`src/rtl/seq_alu_param.sv`:
```
// Sequential ALU: operands arrive LS-chunk first over an NIB_W-bit bus, then one opcode beat;
// result and NZCV flags are held under a valid/ready handshake. Define SEQ_ALU_MUL_EN for the shift-add multiplier (opcode C).
module seq_alu_param #(
    parameter int DATA_W = 8,
    parameter int NIB_W  = 4
) (
    input  logic              clk,
    input  logic              reset,
    input  logic              in_valid,
    input  logic [NIB_W-1:0]  in_data,
    output logic              in_ready,
    output logic              out_valid,
    input  logic              out_ready,
    output logic [DATA_W-1:0] result,
    output logic [3:0]        flags,
    output logic              busy
);

    localparam int BEATS = DATA_W / NIB_W;
    localparam int CNT_W = (BEATS > 1) ? $clog2(BEATS) : 1;
    localparam int SH_W  = $clog2(DATA_W);
    localparam int MSB   = DATA_W - 1;
    localparam logic [CNT_W-1:0] LAST_BEAT = CNT_W'(BEATS - 1);

    // state | meaning: LOAD_A/LOAD_B operand chunks, LOAD_OP opcode, EXEC compute, MUL_RUN shift-add, DONE hold result
    typedef enum logic [2:0] {
        S_LOAD_A,
        S_LOAD_B,
        S_LOAD_OP,
        S_EXEC,
`ifdef SEQ_ALU_MUL_EN
        S_MUL_RUN,
`endif
        S_DONE
    } state_t;

    state_t              state_q, state_d;
    logic [CNT_W-1:0]    cnt_q, cnt_d;
    logic [DATA_W-1:0]   a_q, a_d;
    logic [DATA_W-1:0]   b_q, b_d;
    logic [3:0]          op_q, op_d;
    logic [DATA_W-1:0]   result_q, result_d;
    logic [3:0]          flags_q, flags_d;
    logic                out_valid_q, out_valid_d;

`ifdef SEQ_ALU_MUL_EN
    logic [SH_W-1:0]     mul_cnt_q, mul_cnt_d;
    logic [2*DATA_W-1:0] mul_acc_q, mul_acc_d;
    logic [2*DATA_W-1:0] mul_mcand_q, mul_mcand_d;
    logic [DATA_W-1:0]   mul_mplier_q, mul_mplier_d;
    logic [2*DATA_W-1:0] acc_next;
`endif

    logic [DATA_W-1:0]        alu_res;
    logic [3:0]               alu_flags;
    logic [DATA_W:0]          sum, diff, shl_ext, shr_ext;
    logic signed [DATA_W:0]   asr_src, asr_ext;
    logic [SH_W-1:0]          sh;
    logic                     add_v, sub_v, c_bit, v_bit, is_cmp;

    always_comb begin
        sum     = {1'b0, a_q} + {1'b0, b_q};
        diff    = {1'b0, a_q} - {1'b0, b_q};
        sh      = b_q[SH_W-1:0];
        shl_ext = {1'b0, a_q} << sh;
        shr_ext = {a_q, 1'b0} >> sh;
        asr_src = {a_q, 1'b0};
        asr_ext = asr_src >>> sh;
        add_v   = (a_q[MSB] == b_q[MSB]) && (sum[MSB] != a_q[MSB]);
        sub_v   = (a_q[MSB] != b_q[MSB]) && (diff[MSB] != a_q[MSB]);
        alu_res = sum[DATA_W-1:0];
        c_bit   = sum[DATA_W];
        v_bit   = add_v;
        is_cmp  = 1'b0;
        case (op_q)
            4'h1: begin alu_res = diff[DATA_W-1:0]; c_bit = diff[DATA_W]; v_bit = sub_v; end
            4'h2: begin alu_res = a_q & b_q;    c_bit = 1'b0; v_bit = 1'b0; end
            4'h3: begin alu_res = a_q | b_q;    c_bit = 1'b0; v_bit = 1'b0; end
            4'h4: begin alu_res = ~a_q;         c_bit = 1'b0; v_bit = 1'b0; end
            4'h5: begin alu_res = ~(a_q & b_q); c_bit = 1'b0; v_bit = 1'b0; end
            4'h6: begin alu_res = ~(a_q | b_q); c_bit = 1'b0; v_bit = 1'b0; end
            4'h7: begin alu_res = a_q ^ b_q;    c_bit = 1'b0; v_bit = 1'b0; end
            // shifts carry out the last bit that fell off; a zero shift leaves it 0
            4'h8: begin alu_res = shl_ext[DATA_W-1:0]; c_bit = shl_ext[DATA_W]; v_bit = 1'b0; end
            4'h9: begin alu_res = shr_ext[DATA_W:1];   c_bit = shr_ext[0];      v_bit = 1'b0; end
            4'hA: begin alu_res = asr_ext[DATA_W:1];   c_bit = asr_ext[0];      v_bit = 1'b0; end
            4'hB: begin alu_res = a_q; c_bit = diff[DATA_W]; v_bit = sub_v; is_cmp = 1'b1; end
            default: ;
        endcase
        alu_flags = {is_cmp ? diff[MSB] : alu_res[MSB],
                     is_cmp ? (a_q == b_q) : (alu_res == '0),
                     c_bit, v_bit};
    end

    always_comb begin
        state_d     = state_q;
        cnt_d       = cnt_q;
        a_d         = a_q;
        b_d         = b_q;
        op_d        = op_q;
        result_d    = result_q;
        flags_d     = flags_q;
        out_valid_d = out_valid_q;
`ifdef SEQ_ALU_MUL_EN
        mul_cnt_d    = mul_cnt_q;
        mul_acc_d    = mul_acc_q;
        mul_mcand_d  = mul_mcand_q;
        mul_mplier_d = mul_mplier_q;
        acc_next     = mul_acc_q + (mul_mplier_q[0] ? mul_mcand_q : '0);
`endif
        case (state_q)
            S_LOAD_A, S_LOAD_B: begin
                if (in_valid) begin
                    for (int k = 0; k < BEATS; k++) begin
                        if (cnt_q == CNT_W'(k)) begin
                            if (state_q == S_LOAD_A) a_d[k*NIB_W +: NIB_W] = in_data;
                            else                     b_d[k*NIB_W +: NIB_W] = in_data;
                        end
                    end
                    if (cnt_q == LAST_BEAT) begin
                        cnt_d   = '0;
                        state_d = (state_q == S_LOAD_A) ? S_LOAD_B : S_LOAD_OP;
                    end else begin
                        cnt_d = cnt_q + 1'b1;
                    end
                end
            end
            S_LOAD_OP: begin
                if (in_valid) begin
                    op_d    = in_data[3:0];
                    state_d = S_EXEC;
                end
            end
            S_EXEC: begin
`ifdef SEQ_ALU_MUL_EN
                if (op_q == 4'hC) begin
                    mul_cnt_d    = '0;
                    mul_acc_d    = '0;
                    mul_mcand_d  = {{DATA_W{1'b0}}, a_q};
                    mul_mplier_d = b_q;
                    state_d      = S_MUL_RUN;
                end else begin
                    result_d    = alu_res;
                    flags_d     = alu_flags;
                    out_valid_d = 1'b1;
                    state_d     = S_DONE;
                end
`else
                result_d    = alu_res;
                flags_d     = alu_flags;
                out_valid_d = 1'b1;
                state_d     = S_DONE;
`endif
            end
`ifdef SEQ_ALU_MUL_EN
            S_MUL_RUN: begin
                mul_acc_d    = acc_next;
                mul_mcand_d  = mul_mcand_q << 1;
                mul_mplier_d = mul_mplier_q >> 1;
                mul_cnt_d    = mul_cnt_q + 1'b1;
                if (mul_cnt_q == SH_W'(DATA_W - 1)) begin
                    result_d    = acc_next[DATA_W-1:0];
                    flags_d     = {acc_next[MSB], (acc_next[DATA_W-1:0] == '0),
                                   |acc_next[2*DATA_W-1:DATA_W], 1'b0};
                    out_valid_d = 1'b1;
                    state_d     = S_DONE;
                end
            end
`endif
            S_DONE: begin
                if (out_ready) begin
                    out_valid_d = 1'b0;
                    state_d     = S_LOAD_A;
                end
            end
            default: state_d = S_LOAD_A;
        endcase
    end

    always_ff @(posedge clk) begin
        if (reset) begin
            state_q     <= S_LOAD_A;
            cnt_q       <= '0;
            a_q         <= '0;
            b_q         <= '0;
            op_q        <= '0;
            result_q    <= '0;
            flags_q     <= '0;
            out_valid_q <= 1'b0;
`ifdef SEQ_ALU_MUL_EN
            mul_cnt_q    <= '0;
            mul_acc_q    <= '0;
            mul_mcand_q  <= '0;
            mul_mplier_q <= '0;
`endif
        end else begin
            state_q     <= state_d;
            cnt_q       <= cnt_d;
            a_q         <= a_d;
            b_q         <= b_d;
            op_q        <= op_d;
            result_q    <= result_d;
            flags_q     <= flags_d;
            out_valid_q <= out_valid_d;
`ifdef SEQ_ALU_MUL_EN
            mul_cnt_q    <= mul_cnt_d;
            mul_acc_q    <= mul_acc_d;
            mul_mcand_q  <= mul_mcand_d;
            mul_mplier_q <= mul_mplier_d;
`endif
        end
    end

    assign in_ready  = (state_q == S_LOAD_A) || (state_q == S_LOAD_B) || (state_q == S_LOAD_OP);
    assign out_valid = out_valid_q;
    assign result    = result_q;
    assign flags     = flags_q;
    assign busy      = (state_q != S_LOAD_A) || (cnt_q != '0);

endmodule

```
`config.mk`:
```
export PLATFORM = sky130hd
export DESIGN_NAME = seq_alu_param
export DESIGN_NICKNAME = d
export VERILOG_FILES = /design/src/rtl/seq_alu_param.sv
export SDC_FILE = /design/constraint.sdc
export NUM_CORES = 1
export LEC_CHECK = 0
export BUFFER_PORTS_ARGS = -buffer_cell sky130_fd_sc_hd__buf_2
export CAP_MARGIN = 20
export CORE_UTILIZATION = 55
export DETAILED_ROUTE_END_ITERATION = 12
export PLACE_DENSITY = 0.76
export SLEW_MARGIN = 20
export SYNTH_ARGS = -nofsm -noshare
export SYNTH_HDL_FRONTEND = slang
export SYNTH_SLANG_ARGS = --single-unit
export TNS_END_PERCENT = 30
```
`constraint.sdc`:
```
create_clock -name clk -period 4.1 [get_ports clk]
set_clock_uncertainty 0.1 [all_clocks]
set_input_delay 0.82 -clock clk [delete_from_list [all_inputs] [get_ports clk]]
set_output_delay 0.82 -clock clk [all_outputs]
set_load 0.02 [all_outputs]
```
==> out/summary.txt, run 1 <==
clock root cell - clkbuf_8
CP cell instances - inv_1 -> ha_1 -> nor3_1 -> or3_1 -> a2bb2oi_1 -> a21oi_1 -> a2111o_1 -> nor4b_2 -> nand4b_1 -> a311oi_1
RD Place Congestion - 1.027
Inserted Clock Buffers - 5
RSZ-0062 raised after global routing - no
# fillers - 667
insertion delay to the later sink of the worst-skew pair - 300 ps
WHS - 352.7 ps
post-synthesis sequential area ratio - 18.62%
clock tree buffer depth - 2
core area - 6907 um2
GR Overflow Total - 0
CP Class - register to register
Syn-to-layout area delta - 6.165%
dpl cells - 606
Critical R2R Launch - a_q[2]
Pre-antenna DRT Iters - 5
largest net degree at the start of global routing - 38
top cell family by delay on the critical path - simple AND/OR/NAND/NOR gates
non-filler instance count after layout - 614
post-DP HPWL - 9222 um
Yosys warning count - 0
final net count - 552
Final Hold Vio Count - 0
actual slew at the worst max-slew pin - 811.0 ps
top cell type by total area after synthesis - dfxtp_1
Worst R2R End - flags[2]
Routed WL - 12190 um
Tightest Hold Check Type - register to register
Yosys reg bits - 37
CTS tree - done
layout cells sized above 1 - 15.25%
Post-DRT Antenna Nets - 0
post-synthesis instance area - 3978 um2
Post-synth EDFFs - 0
commonest non-fill, non-tap cell in the layout - nor2_1
Initial Utilization - 57.59%
largest cells by area after synthesis - dfxtp_1, ha_1, mux2i_1
power per cell area - 210.9 nW/um2
Max FO, Critical Path - 14
Worst R2R Path Depth - 10
Setup crit end kind - register
Critical Path Stages - 10
Worst Setup EP - flags[2]
hold_buf cts - 0
Port-buffer cells - 22
syn nets - 551
Async S/R FF share, synth - 0%
GRT Overall Usage - 33.89%
Rows - 30
Yosys cell types - 80
clock-pin slew on the worst setup and hold paths - 80 ps
max_cap viols - 0
CP bufs+invs - 1
Cells after Synth - 516
setup bufs post-CTS - 0
Worst R2R Setup Slack - 790 ps
post-synth top area share - 18.62%
DRT iter0 DRCs - 596
Max Clk Rate - 0.3021 GHz
CP startpoint - a_q[2]
max incr delay on CP - 670 ps
DIE AREA - 7576 um2
total power - 890.5 uW
Critical Path Source Type - register
initial antenna violation count - 0
first-pass GRT wire length - 19510 um
Routed WL per cell - 19.85 um
Main synth FF type - dfxtp_1
slowest CP cell - dfxtp_1
clock sink count - 37
number of global-route vias before repair - 3656
most frequent cells in the layout - nor2_1, a21oi_1, dfxtp_1
Vias - 4049
min Tclk post-route - 3310 ps
Pins Over Slew Limit - 0
Slew headroom - 45.86%
syn_area_per_cell - 7.708 um2
H-tree levels - 2
Die Y - 87.04 um
Crit path required time - 4210 ps
Via density - 6.594
critical path arrival - 3420 ps
Post-Route Utilization - 61.14%
peak supply drop - 0.0001776 V
post-CTS sizing - 0
Die W - 87.04 um
Final period util - 80.73%
setup TNS - 0 ps
outcome - complete, no violations
leak pwr - 1.587 nW
DRC Markers - 0
Top Ports - 23
antenna cells - 0
final setup fails - 0
-- cell type report --
cell class	instances	area (um2)	area share, %
clock buffers	5	68.82	1.630
repair buffers	37	222.7	5.274
well taps	96	120.1	2.844
multi-input cells	408	2919	69.13
clock inverters	3	46.29	1.096
flip-flops and latches	37	740.7	17.54
inverters	28	105.1	2.489
-- worst min-delay path, cell delays in order (launching register included) --
cell     delay [ps]
dfxtp_1         310
nand2_1          50
a21oi_1          50
-- sequential cells by signal, indices dropped and copies added (netlist names) --
signal     flops
a_q            8
flags          4
result         8
b_q            8
cnt_q          1
op_q           4
out_valid      1
state_q        3
-- through the flow --
step	instance area [um2]	worst slack (ps)
floorplan	3978	1130
global placement	4108	907.0
detailed placement	4108	844.9
CTS	4223	823.7
global route	4223	658.2
finish	4223	790.0
-- how the worst min path moves through the flow --
stage | from | end | cells after the start
finish | flags[3] | flags[3] | 2
global route | flags[3] | flags[3] | 2
CTS | result[1] | result[1] | 2
detailed placement | result[1] | result[1] | 2
global placement | flags[3] | flags[3] | 2
floorplan | b_q[4] | b_q[4] | 2
-- cells in the mapped netlist (5+ instances only) --
cell type,n
nor2_1,59
nand3_1,16
clkbuf_1,25
a211oi_1,10
nand2b_1,12
nor2b_1,11
inv_1,24
ha_1,25
o21ai_0,16
a21oi_1,38
or2_2,5
nor4b_1,5
o22ai_1,7
o211ai_1,7
mux2i_1,27
nand2_1,36
mux2_2,9
dfxtp_1,37
buf_2,11
mux4_2,6
nor3_1,12
or3_1,5
-- kinds of logic (layout without fill, tap and decap cells) --
family	after synthesis	after routing	synth area share, %
fa+ha+maj	27	27	8.871
flops	37	37	18.62
simple gates	191	191	25.29
xor+xnor	2	2	0.4405
mux	46	46	13.87
compound gates	142	142	24.91
buf+inv	71	73	7.990
-- report_power, final --
group | leakage, nW | internal [mW] | total (mW) | switching, mW
Clock | 0.0543 | 0.182 | 0.326 | 0.144
Combinational | 1.23 | 0.0729 | 0.182 | 0.109
Sequential | 0.299 | 0.366 | 0.383 | 0.0171
-- layer usage --
layer | share of wire, % | wire length (um) | vias to the layer above | global-route usage [%]
met5 | 0 | 0 | - | 0
met4 | 4.4 | 535 | 0 | 15.76
met3 | 9.4 | 1151 | 44 | 7.204
met2 | 44 | 5325 | 225 | 50.39
met1 | 42 | 5175 | 1884 | 46.65
li1 | - | - | 1896 | -
No activity file was read; power rests on OpenSTA's default activity.
==> run 2, diff against run 1 <==
clock period = 3.3 ns   (was 4.1 ns; I/O delays follow)
==> run 2 against run 1 <==
Count of clock-buffer cells in the layout unchanged. Sequential share of layout area decreased by 0.53 points. Worst hold slack improved by 5.2 ps. Register-to-register slack got worse by 550 ps. Global-route usage increased by 2.7 points. Sequential power increased by 23%. Setup slack got worse by 550 ps. Sequential cell count unchanged. Cell count increased by 2.6%. Critical path type unchanged. Largest cell class unchanged.
==> out/summary.txt, run 2 (synthesis gave the netlist of run 1 again) <==
H-tree levels - 2 (unchanged)
CP dominant cell by count - inv_1
Tightest Hold Check Type - register to register
Routed WL - 12950 um (+6.2%)
RD Place Congestion - 1.050 (+2.2%)
Via density - 6.460 (-2.0%)
clock-pin slew on the worst setup and hold paths - 90 ps (about the same)
Storage cell area - 743.2 um2 (+0.34%)
Worst R2R Setup Slack - 240 ps (-550 ps)
Inserted Clock Buffers - 5 (unchanged)
Critical Path Source Type - register
setup TNS - 0 ps (unchanged)
Vias - 4070 (+0.52%)
clock root cell - clkbuf_8
Syn-to-layout area delta - 9.814%
power per cell area - 259.9 nW/um2 (+23%)
Post-DRT Antenna Nets - 0 (unchanged)
Max Clk Rate - 0.3264 GHz (+8.1%)
Die Y - 87.04 um (unchanged)
post-DP HPWL - 9790 um (+6.2%)
initial antenna violation count - 0 (unchanged)
core area - 6907 um2 (unchanged)
Initial Utilization - 57.59% (unchanged)
max_cap viols - 0 (unchanged)
Pins Over Slew Limit - 0 (unchanged)
Routed WL per cell - 20.55 um (+3.5%)
total power - 1.135 mW (+27%)
outcome - complete, no violations
WHS - 357.9 ps (+5.225 ps)
Max FO, Critical Path - 8 (-6)
hold path cells - 2 (unchanged)
DIE AREA - 7576 um2 (unchanged)
DRT iter0 DRCs - 451 (-24%)
setup bufs post-CTS - 0 (unchanged)
Crit path required time - 3410 ps (-800 ps)
hold_sp - result[6]
dpl cells - 622 (+2.6%)
non-filler instance count after layout - 630 (+2.6%)
Critical R2R Launch - a_q[0]
RSZ-0062 raised after global routing - no
Worst Hold Endpoint - result[6]
actual slew at the worst max-slew pin - 845.9 ps (+34.97 ps)
CP Class - register to register
Port-buffer cells - 22 (unchanged)
# fillers - 665 (-0.30%)
Final period util - 92.83% (+12 points)
area of the multi-input gates - 2919 um2 (unchanged)
DRC Markers - 0 (unchanged)
Slew headroom - 43.17% (-2.7 points)
Die W - 87.04 um (unchanged)
CP cell instances - inv_1 -> ha_1 -> inv_1 -> fa_1 -> xnor2_1 -> a32oi_1 -> o211ai_1 -> o41ai_2 -> o21ai_1 -> nor4b_2 -> nand4b_1 -> a311oi_1
GR Overflow Total - 0 (unchanged)
final net count - 568 (+2.9%)
peak supply drop - 0.0001824 V (+2.7%)
Worst R2R Path Depth - 12 (+2)
antenna cells - 0 (unchanged)
max incr delay on CP - 500 ps (-170 ps)
largest net degree at the start of global routing - 38 (unchanged)
most frequent cells in the layout - nor2_1, a21oi_1, nand2_1
layout cells sized above 1 - 18.16% (+2.9 points)
clock tree buffer depth - 2 (unchanged)
first-pass GRT wire length - 20780 um (+6.5%)
final setup fails - 0 (unchanged)
insertion delay to the later sink of the worst-skew pair - 300 ps (about the same)
Top Ports - 23 (unchanged)
critical path arrival - 3180 ps (-240 ps)
Final Hold Vio Count - 0 (unchanged)
commonest non-fill, non-tap cell in the layout - nor2_1
min Tclk post-route - 3063 ps (-246.6 ps)
Worst R2R End - flags[2]
leak pwr - 1.681 nW (+5.9%)
CTS tree - done
clock sink count - 37 (unchanged)
Pre-antenna DRT Iters - 5 (unchanged)
number of global-route vias before repair - 3832 (+4.8%)
Rows - 30 (unchanged)
Setup crit end kind - register
slowest CP cell - o41ai_2
GRT Overall Usage - 36.60% (+2.7 points)
## run 2: worst max-delay path, delay by kind of cell, from the launching register on
family	cells	cell delay, ps
AO/OA/AOI/OAI	5	1230
flip-flops	1	390
XOR/XNOR	1	150
adder cells (fa/ha/maj)	2	590
AND/OR/NAND/NOR	2	330
buffers and inverters	2	190
## run 2: per-stage QoR
step	instance area [um2]	utilization [%]	worst slack [ps]
floorplan	3978	-	330.5
global placement	4253	61.58	230.4
detailed placement	4253	61.58	181.7
CTS	4365	63.21	144.4
global route	4368	63.24	62.04
finish	4368	63.24	236.6
## run 2: area by class of cell
| type | count | area share (%) |
|---|---|---|
| Multi-Input combinational cell | 408 | 66.83 |
| Tap cell | 96 | 2.750 |
| Timing Repair Buffer | 53 | 8.422 |
| Clock inverter | 3 | 1.003 |
| Inverter | 28 | 2.406 |
| Clock buffer | 5 | 1.575 |
| Sequential cell | 37 | 17.02 |
## run 2: worst max-delay path by stage
stage          startpoint        end  slack (ps)  depth (start not counted)
6_report           a_q[0]   flags[2]         240                         12
5_1_grt            a_q[0]   flags[2]          60                         12
4_1_cts           op_q[1]  result[1]         140                          9
3_5_place_dp      op_q[1]  result[1]         180                          9
3_3_place_gp      op_q[1]  result[1]         230                          9
2_1_floorplan      b_q[1]   flags[2]         330                         12
## run 2: what timing repair did
item | in CTS | in global routing
hold endpoints to repair | 0 | 0
hold buffers | 0 | 0
setup endpoints to repair | 0 | 2
gates resized for setup | 0 | 2
## run 2: per-layer routing
layer  GRT usage (%)  share of wire, %  up-vias
met1           51.60                44     1907
li1                -                 -     1923
met5               0                 0        -
met2           53.11                43      206
met3           8.152               9.2       34
met4           16.06               3.7        0
## run 2: where the power goes
group          internal [mW]  leakage [nW]  total [mW]  switching [mW]
registers              0.455         0.300       0.470          0.0151
logic                 0.0986          1.32       0.245           0.147
clock network          0.227        0.0585       0.420           0.193
==> run 3, diff against run 2 <==
ABC_AREA = 1   (was not set)
==> run 3 against run 2 <==
Sequential share of layout area rose by 2.5 points. Sequential power grew 4.5%. Die area fell by 9.7%. Worst hold slack improved by 6.1 ps. Critical path type unchanged. Critical endpoint unchanged. Largest power group unchanged.
==> out/summary.txt, run 3 <==
outcome - complete, no violations
DRT iter0 DRCs - 414 (-8.2%)
syn_area_per_cell - 5.761 um2 (-25%)
Top Ports - 23 (unchanged)
Worst R2R Path Depth - 14 (+2)
Worst R2R Setup Slack - 640 ps (+400 ps)
Final period util - 80.66% (-12 points)
initial antenna violation count - 0 (unchanged)
Crit path required time - 3430 ps (+20 ps)
Routed WL - 12090 um (-6.6%)
top cell type by total area after synthesis - dfxtp_1
DIE AREA - 6842 um2 (-9.7%)
Syn-to-layout area delta - 6.145%
top-count cell post-synth - nand2_1
Max FO, Critical Path - 14 (+6)
min Tclk post-route - 2662 ps (-401.6 ps)
Post-Route Utilization - 60.25% (-3.0 points)
hold_sp - flags[3]
CTS tree - done
DRC Markers - 0 (unchanged)
max incr delay on CP - 590 ps (+90 ps)
setup bufs post-CTS - 0 (unchanged)
final net count - 670 (+18%)
post-synthesis sequential area ratio - 20.67% (+2.0 points)
core area - 6314 um2 (-8.6%)
Setup crit end kind - register
Yosys cell types - 36 (-55%)
RD Place Congestion - 0.9942 (-5.3%)
Initial Utilization - 56.76% (-0.83 points)
RSZ-0062 raised after global routing - no
Post-synth EDFFs - 0 (unchanged)
peak supply drop - 0.0002036 V (+12%)
number of global-route vias before repair - 3622 (-5.5%)
syn nets - 657 (+19%)
slowest CP cell - dfxtp_1
antenna cells - 0 (unchanged)
H-tree levels - 2 (unchanged)
GR Overflow Total - 0 (unchanged)
first-pass GRT wire length - 18600 um (-10%)
Pre-antenna DRT Iters - 5 (unchanged)
insertion delay to the later sink of the worst-skew pair - 300 ps (about the same)
clock-pin slew on the worst setup and hold paths - 80 ps (about the same)
clock sink count - 37 (unchanged)
Final Hold Vio Count - 0 (unchanged)
GRT Overall Usage - 37.51% (+0.91 points)
Cells after Synth - 622 (+21%)
layout cells sized above 1 - 7.402% (-11 points)
critical path arrival - 2790 ps (-390 ps)
hold path cells - 2 (unchanged)
post-synthesis instance area - 3583 um2 (-9.9%)
largest cells by area after synthesis - dfxtp_1, nand2_1, nand3_1
commonest non-fill, non-tap cell in the layout - nand2_1
Die W - 82.72 um (-5.0%)
Critical Path Source Type - register
CP cell instances - inv_1 -> ha_1 -> inv_1 -> a21oi_1 -> nand2_1 -> nand2_1 -> nand3_1 -> nand3_1 -> nand2_1 -> nand2_1 -> nand3_1 -> nor2_1 -> nand3_1 -> a21oi_1
Worst Hold Endpoint - flags[3]
Yosys reg bits - 37 (unchanged)
top cell family by delay on the critical path - simple AND/OR/NAND/NOR gates
clock root cell - clkbuf_8
Worst R2R End - flags[2]
post-synth top area share - 20.67% (+2.0 points)
hold_buf cts - 0 (unchanged)
Slew headroom - 46.02% (+2.8 points)
setup TNS - 0 ps (unchanged)
top cells by count, synth - nand2_1, nand3_1, inv_1, nor2_1, a21oi_1
Inserted Clock Buffers - 5 (unchanged)
Routed WL per cell - 16.98 um (-17%)
final setup fails - 0 (unchanged)
Tightest Hold Check Type - register to register
Pins Over Slew Limit - 0 (unchanged)
Yosys warning count - 0 (unchanged)
Die Y - 82.72 um (-5.0%)
CP bufs+invs - 2 (unchanged)
most frequent cells in the layout - nand2_1, nand3_1, inv_1
max_cap viols - 0 (unchanged)
Port-buffer cells - 22 (unchanged)
Max Clk Rate - 0.3757 GHz (+15%)
Via density - 5.833 (-9.7%)
actual slew at the worst max-slew pin - 808.9 ps (-37.09 ps)
power per cell area - 318.4 nW/um2 (+22%)
Placement Cell Area - 3717 um2 (-13%)
Critical R2R Launch - b_q[2]
leak pwr - 1.910 nW (+14%)
Post-DRT Antenna Nets - 0 (unchanged)
post-CTS sizing - 0 (unchanged)
post-DP HPWL - 9469 um (-3.3%)
CP Class - register to register
Async S/R FF share, synth - 0% (unchanged)
Main synth FF type - dfxtp_1
largest net degree at the start of global routing - 30 (-21%)
Rows - 29 (-3.3%)
clock tree buffer depth - 2 (unchanged)
# fillers - 647 (-2.7%)
Vias - 4153 (+2.0%)
Design Area, Final - 3804 um2 (-13%)
run 3: worst max-delay path by stage:
stage                     startpoint       end  cells after the start
after global routing          b_q[2]  flags[2]                     14
after detailed placement      b_q[2]  flags[2]                     14
after global placement        b_q[2]  flags[2]                     14
after CTS                     b_q[2]  flags[2]                     14
after floorplan               b_q[2]  flags[2]                     17
final                         b_q[2]  flags[2]                     14
run 3: worst register-to-register path, delay by kind of cell, from the launching register on:
family          cells  cell delay [ps]
simple gates        9              840
flops               1              590
fa+ha+maj           1              490
compound gates      2              290
buf+inv             2              270
run 3: cells by family (layout without fill, tap and decap cells):
logic type               count (synthesis)  after routing  synth area share [%]
AO/OA/AOI/OAI                          111            111                 16.59
XOR/XNOR                                 3              3                0.7334
adder cells (fa/ha/maj)                 27             27                 9.846
buffers and inverters                   94            107                 10.86
flip-flops                              37             37                 20.67
AND/OR/NAND/NOR                        350            350                 41.31
run 3: final cells by class:
class	count	area (um2)	share of cell area [%]
Tap cell	77	96.34	2.533
Clock buffer	7	86.33	2.270
Sequential cell	37	740.7	19.47
Inverter	73	274.0	7.204
Multi-Input combinational cell	491	2459	64.64
Timing Repair Buffer	27	147.6	3.882
run 3: where the power goes:
group	total (mW)	leakage, nW	switching [mW]	internal [mW]
Clock	0.339	0.0443	0.173	0.166
Sequential	0.491	0.300	0.0282	0.463
Combinational	0.381	1.57	0.261	0.120
Total	1.21	1.91	0.462	0.749
run 3: stage by stage:
stage / hold slack (ps) / setup slack, ps / total power, mW / std cells
2_1_floorplan: 374.0 / 1006 / 0.7733 / 622
3_3_place_gp: 349.9 / 796.3 / 0.8636 / 705
3_5_place_dp: 353.2 / 721.6 / 0.8693 / 705
4_1_cts: 365.0 / 703.5 / 1.202 / 712
5_1_grt: 418.3 / 369.7 / 1.275 / 712
6_report: 364.0 / 638.2 / 1.211 / 712
run 3: metal layers:
layer,track usage [%],vias up,share of wire [%]
met4,17.93,0,4.4
met5,0,-,0
met2,58.61,232,43
li1,-,2052,-
met3,7.033,40,9.7
met1,49.31,1829,43
